<file path="src/rtl/arith_pkg.sv">
// Shared arithmetic types and helpers for the bit-serial subtractor.
package arith_pkg;

    typedef enum logic [1:0] {
        IDLE = 2'd0,
        RUN  = 2'd1,
        DONE = 2'd2
    } sub_state_t;

    // Counter must hold 0..WIDTH, hence one bit beyond clog2.
    function automatic int unsigned cnt_width(input int unsigned w);
        return int'($clog2(w)) + 1;
    endfunction

endpackage

</file>
<file path="src/rtl/serial_subtractor_if.sv">
// Start/done handshake and operand/result bus of the serial subtractor.
interface serial_subtractor_if #(
    parameter int unsigned WIDTH = 8
);
    logic             start;
    logic [WIDTH-1:0] a;
    logic [WIDTH-1:0] b;
    logic             bin;
    logic [WIDTH-1:0] diff;
    logic             bout;
    logic             ovf;
    logic             busy;
    logic             done;

    modport master (
        output start, a, b, bin,
        input  diff, bout, ovf, busy, done
    );

    modport slave (
        input  start, a, b, bin,
        output diff, bout, ovf, busy, done
    );
endinterface

</file>
<file path="src/rtl/full_subtractor.sv">
// One-bit full subtractor: d = x - y - bin with borrow-out.
module full_subtractor (
    input  logic x,
    input  logic y,
    input  logic bin,
    output logic d,
    output logic bout
);
    assign d    = x ^ y ^ bin;
    assign bout = (~x & y) | (~(x ^ y) & bin);
endmodule

</file>
<file path="src/rtl/serial_subtractor.sv">
// Bit-serial subtractor: diff = a - b - bin, LSB first, one full-subtractor cell.
module serial_subtractor
    import arith_pkg::*;
#(
    parameter int unsigned WIDTH = 8
) (
    input  logic                  clk,
    input  logic                  rst_n,
    serial_subtractor_if.slave    bus
);
    localparam int unsigned CNT_W = cnt_width(WIDTH);

    sub_state_t       state_q,  state_d;
    logic [WIDTH-1:0] a_sh_q,   a_sh_d;
    logic [WIDTH-1:0] b_sh_q,   b_sh_d;
    logic [WIDTH-1:0] res_q,    res_d;
    logic             borrow_q, borrow_d;
    logic [CNT_W-1:0] cnt_q,    cnt_d;
    logic             a_msb_q,  a_msb_d;
    logic             b_msb_q,  b_msb_d;
    logic [WIDTH-1:0] diff_q,   diff_d;
    logic             bout_q,   bout_d;
    logic             ovf_q,    ovf_d;
    logic             busy_q,   busy_d;
    logic             done_q,   done_d;

    logic fs_d_c;
    logic fs_bout_c;

    full_subtractor u_fs (
        .x    (a_sh_q[0]),
        .y    (b_sh_q[0]),
        .bin  (borrow_q),
        .d    (fs_d_c),
        .bout (fs_bout_c)
    );

    // Next-state and datapath control.
    always_comb begin
        state_d  = state_q;
        a_sh_d   = a_sh_q;
        b_sh_d   = b_sh_q;
        res_d    = res_q;
        borrow_d = borrow_q;
        cnt_d    = cnt_q;
        a_msb_d  = a_msb_q;
        b_msb_d  = b_msb_q;
        diff_d   = diff_q;
        bout_d   = bout_q;
        ovf_d    = ovf_q;
        busy_d   = 1'b0;
        done_d   = 1'b0;

        unique case (state_q)
            IDLE, DONE: begin
                if (bus.start) begin
                    a_sh_d   = bus.a;
                    b_sh_d   = bus.b;
                    borrow_d = bus.bin;
                    cnt_d    = '0;
                    a_msb_d  = bus.a[WIDTH-1];
                    b_msb_d  = bus.b[WIDTH-1];
                    state_d  = RUN;
                    busy_d   = 1'b1;
                end else begin
                    state_d  = IDLE;
                end
            end
            RUN: begin
                a_sh_d   = {1'b0, a_sh_q[WIDTH-1:1]};
                b_sh_d   = {1'b0, b_sh_q[WIDTH-1:1]};
                res_d    = {fs_d_c, res_q[WIDTH-1:1]};
                borrow_d = fs_bout_c;
                cnt_d    = cnt_q + CNT_W'(1);
                if (cnt_q == CNT_W'(WIDTH - 1)) begin
                    // Last bit: publish result; fs_d_c is the result sign bit.
                    state_d = DONE;
                    done_d  = 1'b1;
                    diff_d  = {fs_d_c, res_q[WIDTH-1:1]};
                    bout_d  = fs_bout_c;
                    ovf_d   = (a_msb_q ^ b_msb_q) & (fs_d_c ^ a_msb_q);
                end else begin
                    busy_d  = 1'b1;
                end
            end
            default: state_d = IDLE;
        endcase
    end

    always_ff @(posedge clk) begin
        if (!rst_n) begin
            state_q  <= IDLE;
            a_sh_q   <= '0;
            b_sh_q   <= '0;
            res_q    <= '0;
            borrow_q <= 1'b0;
            cnt_q    <= '0;
            a_msb_q  <= 1'b0;
            b_msb_q  <= 1'b0;
            diff_q   <= '0;
            bout_q   <= 1'b0;
            ovf_q    <= 1'b0;
            busy_q   <= 1'b0;
            done_q   <= 1'b0;
        end else begin
            state_q  <= state_d;
            a_sh_q   <= a_sh_d;
            b_sh_q   <= b_sh_d;
            res_q    <= res_d;
            borrow_q <= borrow_d;
            cnt_q    <= cnt_d;
            a_msb_q  <= a_msb_d;
            b_msb_q  <= b_msb_d;
            diff_q   <= diff_d;
            bout_q   <= bout_d;
            ovf_q    <= ovf_d;
            busy_q   <= busy_d;
            done_q   <= done_d;
        end
    end

    assign bus.diff = diff_q;
    assign bus.bout = bout_q;
    assign bus.ovf  = ovf_q;
    assign bus.busy = busy_q;
    assign bus.done = done_q;

endmodule

</file>
<file path="src/flat_wrapper.sv">
// flat-port wrapper written by rule: the top's interface ports become plain ports
module serial_subtractor_flat import arith_pkg::*;
#(
    parameter int unsigned WIDTH = 8
)
  (clk, rst_n, bus_start, bus_a, bus_b, bus_bin, bus_diff, bus_bout, bus_ovf, bus_busy, bus_done);
  serial_subtractor_if #(.WIDTH(WIDTH)) bus_i ();
  input  logic clk;
  input  logic rst_n;
  input wire logic [$bits(bus_i.start)-1:0] bus_start;
  input wire logic [$bits(bus_i.a)-1:0] bus_a;
  input wire logic [$bits(bus_i.b)-1:0] bus_b;
  input wire logic [$bits(bus_i.bin)-1:0] bus_bin;
  output wire logic [$bits(bus_i.diff)-1:0] bus_diff;
  output wire logic [$bits(bus_i.bout)-1:0] bus_bout;
  output wire logic [$bits(bus_i.ovf)-1:0] bus_ovf;
  output wire logic [$bits(bus_i.busy)-1:0] bus_busy;
  output wire logic [$bits(bus_i.done)-1:0] bus_done;
  assign bus_i.start = bus_start;
  assign bus_i.a = bus_a;
  assign bus_i.b = bus_b;
  assign bus_i.bin = bus_bin;
  assign bus_diff = bus_i.diff;
  assign bus_bout = bus_i.bout;
  assign bus_ovf = bus_i.ovf;
  assign bus_busy = bus_i.busy;
  assign bus_done = bus_i.done;
  serial_subtractor #(.WIDTH(WIDTH)) u_core (.clk(clk), .rst_n(rst_n), .bus(bus_i));
endmodule
</file>
<file path="config.mk">
export PLATFORM = sky130hd
export DESIGN_NAME = serial_subtractor_flat
export DESIGN_NICKNAME = d
export VERILOG_FILES = /design/src/rtl/arith_pkg.sv /design/src/rtl/serial_subtractor_if.sv /design/src/rtl/full_subtractor.sv /design/src/rtl/serial_subtractor.sv /design/src/flat_wrapper.sv
export SDC_FILE = /design/constraint.sdc
export NUM_CORES = 1
export LEC_CHECK = 0
export CAP_MARGIN = 20
export CELL_PAD_IN_SITES_DETAIL_PLACEMENT = 1
export CELL_PAD_IN_SITES_GLOBAL_PLACEMENT = 2
export CORE_ASPECT_RATIO = 1.5
export CORE_MARGIN = 8
export CORE_UTILIZATION = 33
export CTS_CLUSTER_DIAMETER = 200
export DETAILED_ROUTE_END_ITERATION = 8
export PLACE_DENSITY = 0.92
export SYNTH_ARGS = -nofsm -noshare
export SYNTH_HDL_FRONTEND = slang
export SYNTH_SLANG_ARGS = --single-unit
</file>
<file path="constraint.sdc">
create_clock -name clk -period 3.85 [get_ports clk]
set_input_delay 0.77 -clock clk [delete_from_list [all_inputs] [get_ports clk]]
set_output_delay 0.77 -clock clk [all_outputs]
set_load 0.005 [all_outputs]
</file>
# Word-level counts from Yosys, hierarchy flattened
# Index checks and enable logic that the tools add are counted.
# op_classes
add_sub_neg,1
n_eq_ne,5
muxes,15
bitwise_logic,10
reduce_logical,7
# ops
cell,n
one-hot mux 8 bit (2 select lines),2
2-to-1 mux 8 bit,2
one-hot mux 4 bit (2 select lines),1
AND reduction 2 bit,4
2-to-1 mux 1 bit,5
adder 4 x 1 -> 4 bit (second input constant),1
equality test 4 x 3 -> 1 bit (second input constant),1
2-to-1 mux 4 bit,1
one-hot mux 1 bit (2 select lines),2
one-hot mux 2 bit (2 select lines),1
XOR 1 bit,4
bitwise AND 1 bit,3
equality test 2 x 1 -> 1 bit (second input constant),1
equality test 2 bit (second input constant),1
logical NOT 2 bit,1
2-to-1 mux 2 bit,1
!= test 2 x 1 -> 1 bit (second input constant),1
!= test 2 bit (second input constant),1
NOT 1 bit,2
nonzero test 2 bit,1
OR reduction 2 bit,1
OR 1 bit,1
# totals
register_bits,45
inputBits,20
out_inout_bits,12

# Depth between registers and ports, before layout
# logic_depth
word_depth,5
depth_mapped,5
ltp_nobuf,5

# Cells and area by module
# A second synthesis with hierarchy kept.
# hier_totals
cells_unflattened,200
area_unflattened_um2,1756.7
# by_module_without_submodules
module,n_inst,cells_each,area_per_inst_um2,seq_area_each_um2
serial_subtractor,1,196,1725.4,880.8
full_subtractor,1,4,31.3,0.0

# Worst setup path after synthesis
# OpenSTA, ideal clock, no wires.
# synth_path
path_kind,in2reg
start,in bus_start
end,reg u_core.cnt_q[2]
t_arrival_ps,1462
setup_slack_ps,2309
cell_stages,4
n_path_buf,1
path_cell_list,nor2b_1 buf_6 mux2_2 a211oi_2
# synth_between
elab_chain_cells,2
# synth_lines
item,line,text
start: declaration,flat_wrapper.sv:10,input wire logic [$bits(bus_i.start)-1:0] bus_start;
!= test 2 bit (no source line),-,
AND reduction 2 bit (no source line),-,
end signal: assignment,serial_subtractor.sv:111,cnt_q <= cnt_d;
end: declaration,serial_subtractor.sv:18,"logic [CNT_W-1:0] cnt_q, cnt_d;"
# Every way passes these cells.
# A chain may end at the register's enable or synchronous reset.

# Worst setup path in the final report
# layout_path
start,in rst_n
end,reg u_core.done_q (netlist: u_core.bus.done)
# layout_between
elab_chain_cells,1
# layout_lines
item,line,text
start: declaration,flat_wrapper.sv:9,input logic rst_n;
AND reduction 2 bit (no source line),-,
end signal: assignment,serial_subtractor.sv:118,done_q <= done_d;
end: declaration,serial_subtractor.sv:25,"logic done_q, done_d;"
# Every way passes these cells.

==> run_results.csv <==
group,metric,value,unit
grt,grt_max_degree,33,
timing,fin_hold_ws,0.4660,ns
clocking,cts_tree,"done",
layout,antenna_cells,0,
setup_path,cp_top_family,"buffers and inverters",
pwr,p_per_area,407.4,nW/µm²
layout,nets,244,
die,dieArea,7930,µm²
pwr,p_leak,0.7252,nW
timing,fin_tns_setup,0,ns
clocking,hold_buffers,0,
logic_synthesis,synth_edf_count,0,
die,core,5125,µm²
logic_synthesis,postSynthAreaPerCell,8.828,µm²
grt,antenna_found_initial,0,
setup_path,crit_chain,"clkdlybuf4s50_1 > clkinv_1 > buf_4 > nor3_1",
pwr,vdd_ir_drop_max,0.2288,mV
die,rows,32,
clocking,htreeDepth,2,
clocking,postCtsSetupRepairBufs,0,
clocking,clkSinkCount,44,
layout,fin_util,0.4202,
route,via_count,1527,
setup_path,worst-path-max-fanout,26,
logic_synthesis,synth_ff_type,"dfxtp_1",
grt,first_global_vias,1637,
pwr,total_power,877.2,µW
layout,nFillCells,634,
timing,setup_violations,0,
route,drt-pass1-iter-count,4,
layout,layout-drive-gt1-share,0.05381,
placement,port_buffers,31,
clocking,clk_latency,0.29,ns
logic_synthesis,synth_seq_area_share,0.5039,
timing,rsz0062_at_grt,"no",
logic_synthesis,yosysUniqueCellTypes,28,
logic_synthesis,synthCells,198,
setup_path,worstPathRequired,4.06,ns
logic_synthesis,synth.top_cell.area_share,0.5039,
setup_path,critPathSlowestCell,"clkdlybuf4s50_1",
logic_synthesis,synth_nets,220,
worst_hold_path,hold_path_class,"flip-flop to flip-flop",
placement,place_area,2063,µm²
route,ant_nets,0,
setup_path,path_buf_inv,3,
grt,grt.total_usage,0.1100,
setup_path,arrival,2.26,ns
clocking,clkTransAtPathRegs,0.08,ns
run,maxCapViolations,0,
grt,grt-ovfl-total,0,
logic_synthesis,synth_area_leaders,"dfxtp_1, a21oi_1, nand3_1",
clocking,cts_resized,0,
route,wire_per_inst,14.17,µm
run_status,status,"complete, no violations",
setup_path,worstSetupStartpointType,"primary input",
timing,drv_slew,0,
route,avgViaCountPerCell,5.247,
die,initial_core_util,0.3411,
logic_synthesis,yosysTopAreaCell,"dfxtp_1",
clocking,cts_buffers,5,
logic_synthesis,ys.warnings.count,0,
grt,grt_pass1_wl,7.113,mm
placement,gp_congestion,0.6883,
timing,clock.fmax,486.6,MHz
setup_path,critPathKind,"primary input to flip-flop",
die,chipHeight,105.1,µm
logic_synthesis,synthArstFlopShare,0,
route,drc,0,
die,io_pins,32,
clocking,clock_path_buffers,2,
route,drtIter0Drc,95,
timing,timing.final.crit_share,0.5338,
route,routed_wl,4.123,mm
timing,finClkSkew,0.001947,ns
timing,min_period,2.055,ns
timing,slew_headroom,0.2897,
timing,worst_slew_pin_slew,1.066,ns
setup_path,cp-end-kind,"flip-flop",
placement,hpwl,2.825,mm
layout,final_cell_area,2153,µm²
layout,syn2layout_area_growth,23.19,%
clocking,cts-root-buf,"clkbuf_8",
die,die_x,75.43,µm
logic_synthesis,synth-seq-cells,44,
logic_synthesis,synth.cell_area,1748,µm²
timing,hold_viol,0,
setup_path,crit_path_max_incr_delay,0.50,ns
[worst reg2reg max path, stage by stage (launching register included)]
cell	delay (ns)
dfxtp_1	0.36
and2b_1	0.85
buf_4	0.31
a22oi_1	0.09
a21oi_1	0.13
[metrics by stage]
stage	worst slack, ns	std cells
2_1_floorplan	2.309	198
6_report	1.795	291
5_1_grt	1.674	291
3_5_place_dp	1.449	283
4_1_cts	1.752	291
3_3_place_gp	1.460	283
[final timing paths]
| path | slack (ns) | startpoint | end | cells past startpoint |
|---|---|---|---|---|
| worst max register to register | 2.05 | u_core.state_q[0] | u_core.b_sh_q[1] | 4 |
| worst min-delay path | 0.47 | u_core.res_q[1] | u_core.res_q[1] | 2 |
| worst max-delay path | 1.79 | rst_n | u_core.bus.done | 4 |
| worst min register to register | 0.47 | u_core.res_q[1] | u_core.res_q[1] | 2 |
[synthesized netlist by cell type, types with 2 or more instances]
library cell	n
clkbuf_1	5
nor2_1	3
o21ai_0	6
a21oi_1	41
inv_1	2
and3b_1	2
nand2b_1	4
a22oi_1	14
o21ai_1	2
nand2_1	19
nor3_1	2
dfxtp_1	44
buf_4	3
buf_2	7
nand3_1	28
buf_6	3
a311oi_1	2
[metal layers]
metal  wire length (µm)  share of wire  global-route usage
met5                  0              0                   0
met1               1790           0.43              0.1206
met2               2082           0.50              0.1922
met4                 59          0.014             0.03315
met3                190          0.046             0.03349
[layout by cell type (no fill, tap or decap), types with 3 or more instances in the layout]
cell	instances
clkbuf_8	6
buf_4	4
clkdlybuf4s50_1	31
nand2_1	19
nor2_1	3
a22oi_1	14
nand3_1	28
o21ai_0	6
a21oi_1	41
dfxtp_1	44
nand2b_1	4
[registers in the layout, summed over array words and instances (netlist names)]
| signal | count |
|---|---|
| u_core.res_q | 7 |
| u_core.bus.done | 1 |
| u_core.bus.diff | 8 |
| u_core.b_msb_q | 1 |
| u_core.borrow_q | 1 |
| u_core.cnt_q | 4 |
| u_core.bus.busy | 1 |
| u_core.bus.bout | 1 |
| u_core.b_sh_q | 8 |
| u_core.state_q | 2 |
| u_core.a_msb_q | 1 |
| u_core.bus.ovf | 1 |
| u_core.a_sh_q | 8 |
[report_power, final]
part | internal (mW) | total [mW] | switching (mW)
Clock | 0.146 | 0.293 | 0.146
Sequential | 0.473 | 0.483 | 0.0102
Combinational | 0.0442 | 0.102 | 0.0576
[cells by family after synthesis]
| group | after synthesis | synth area share |
|---|---|---|
| AOI/OAI and AO/OA | 67 | 0.2226 |
| adders and majority gates | 2 | 0.01861 |
| buffers and inverters | 21 | 0.06943 |
| DFF | 44 | 0.5039 |
| muxes | 2 | 0.01217 |
| and+or+nand+nor | 62 | 0.1732 |
[area by class of cell]
class | instances | area (µm²) | share of cell area
timing repair buffer | 35 | 340.3 | 0.1580
inverter | 3 | 11.26 | 0.005230
tap | 68 | 85.08 | 0.03951
clock buffer | 8 | 90.09 | 0.04184
multi-input combinational | 133 | 745.7 | 0.3463
sequential | 44 | 880.8 | 0.4091
Power figures use the tool's default switching activity.
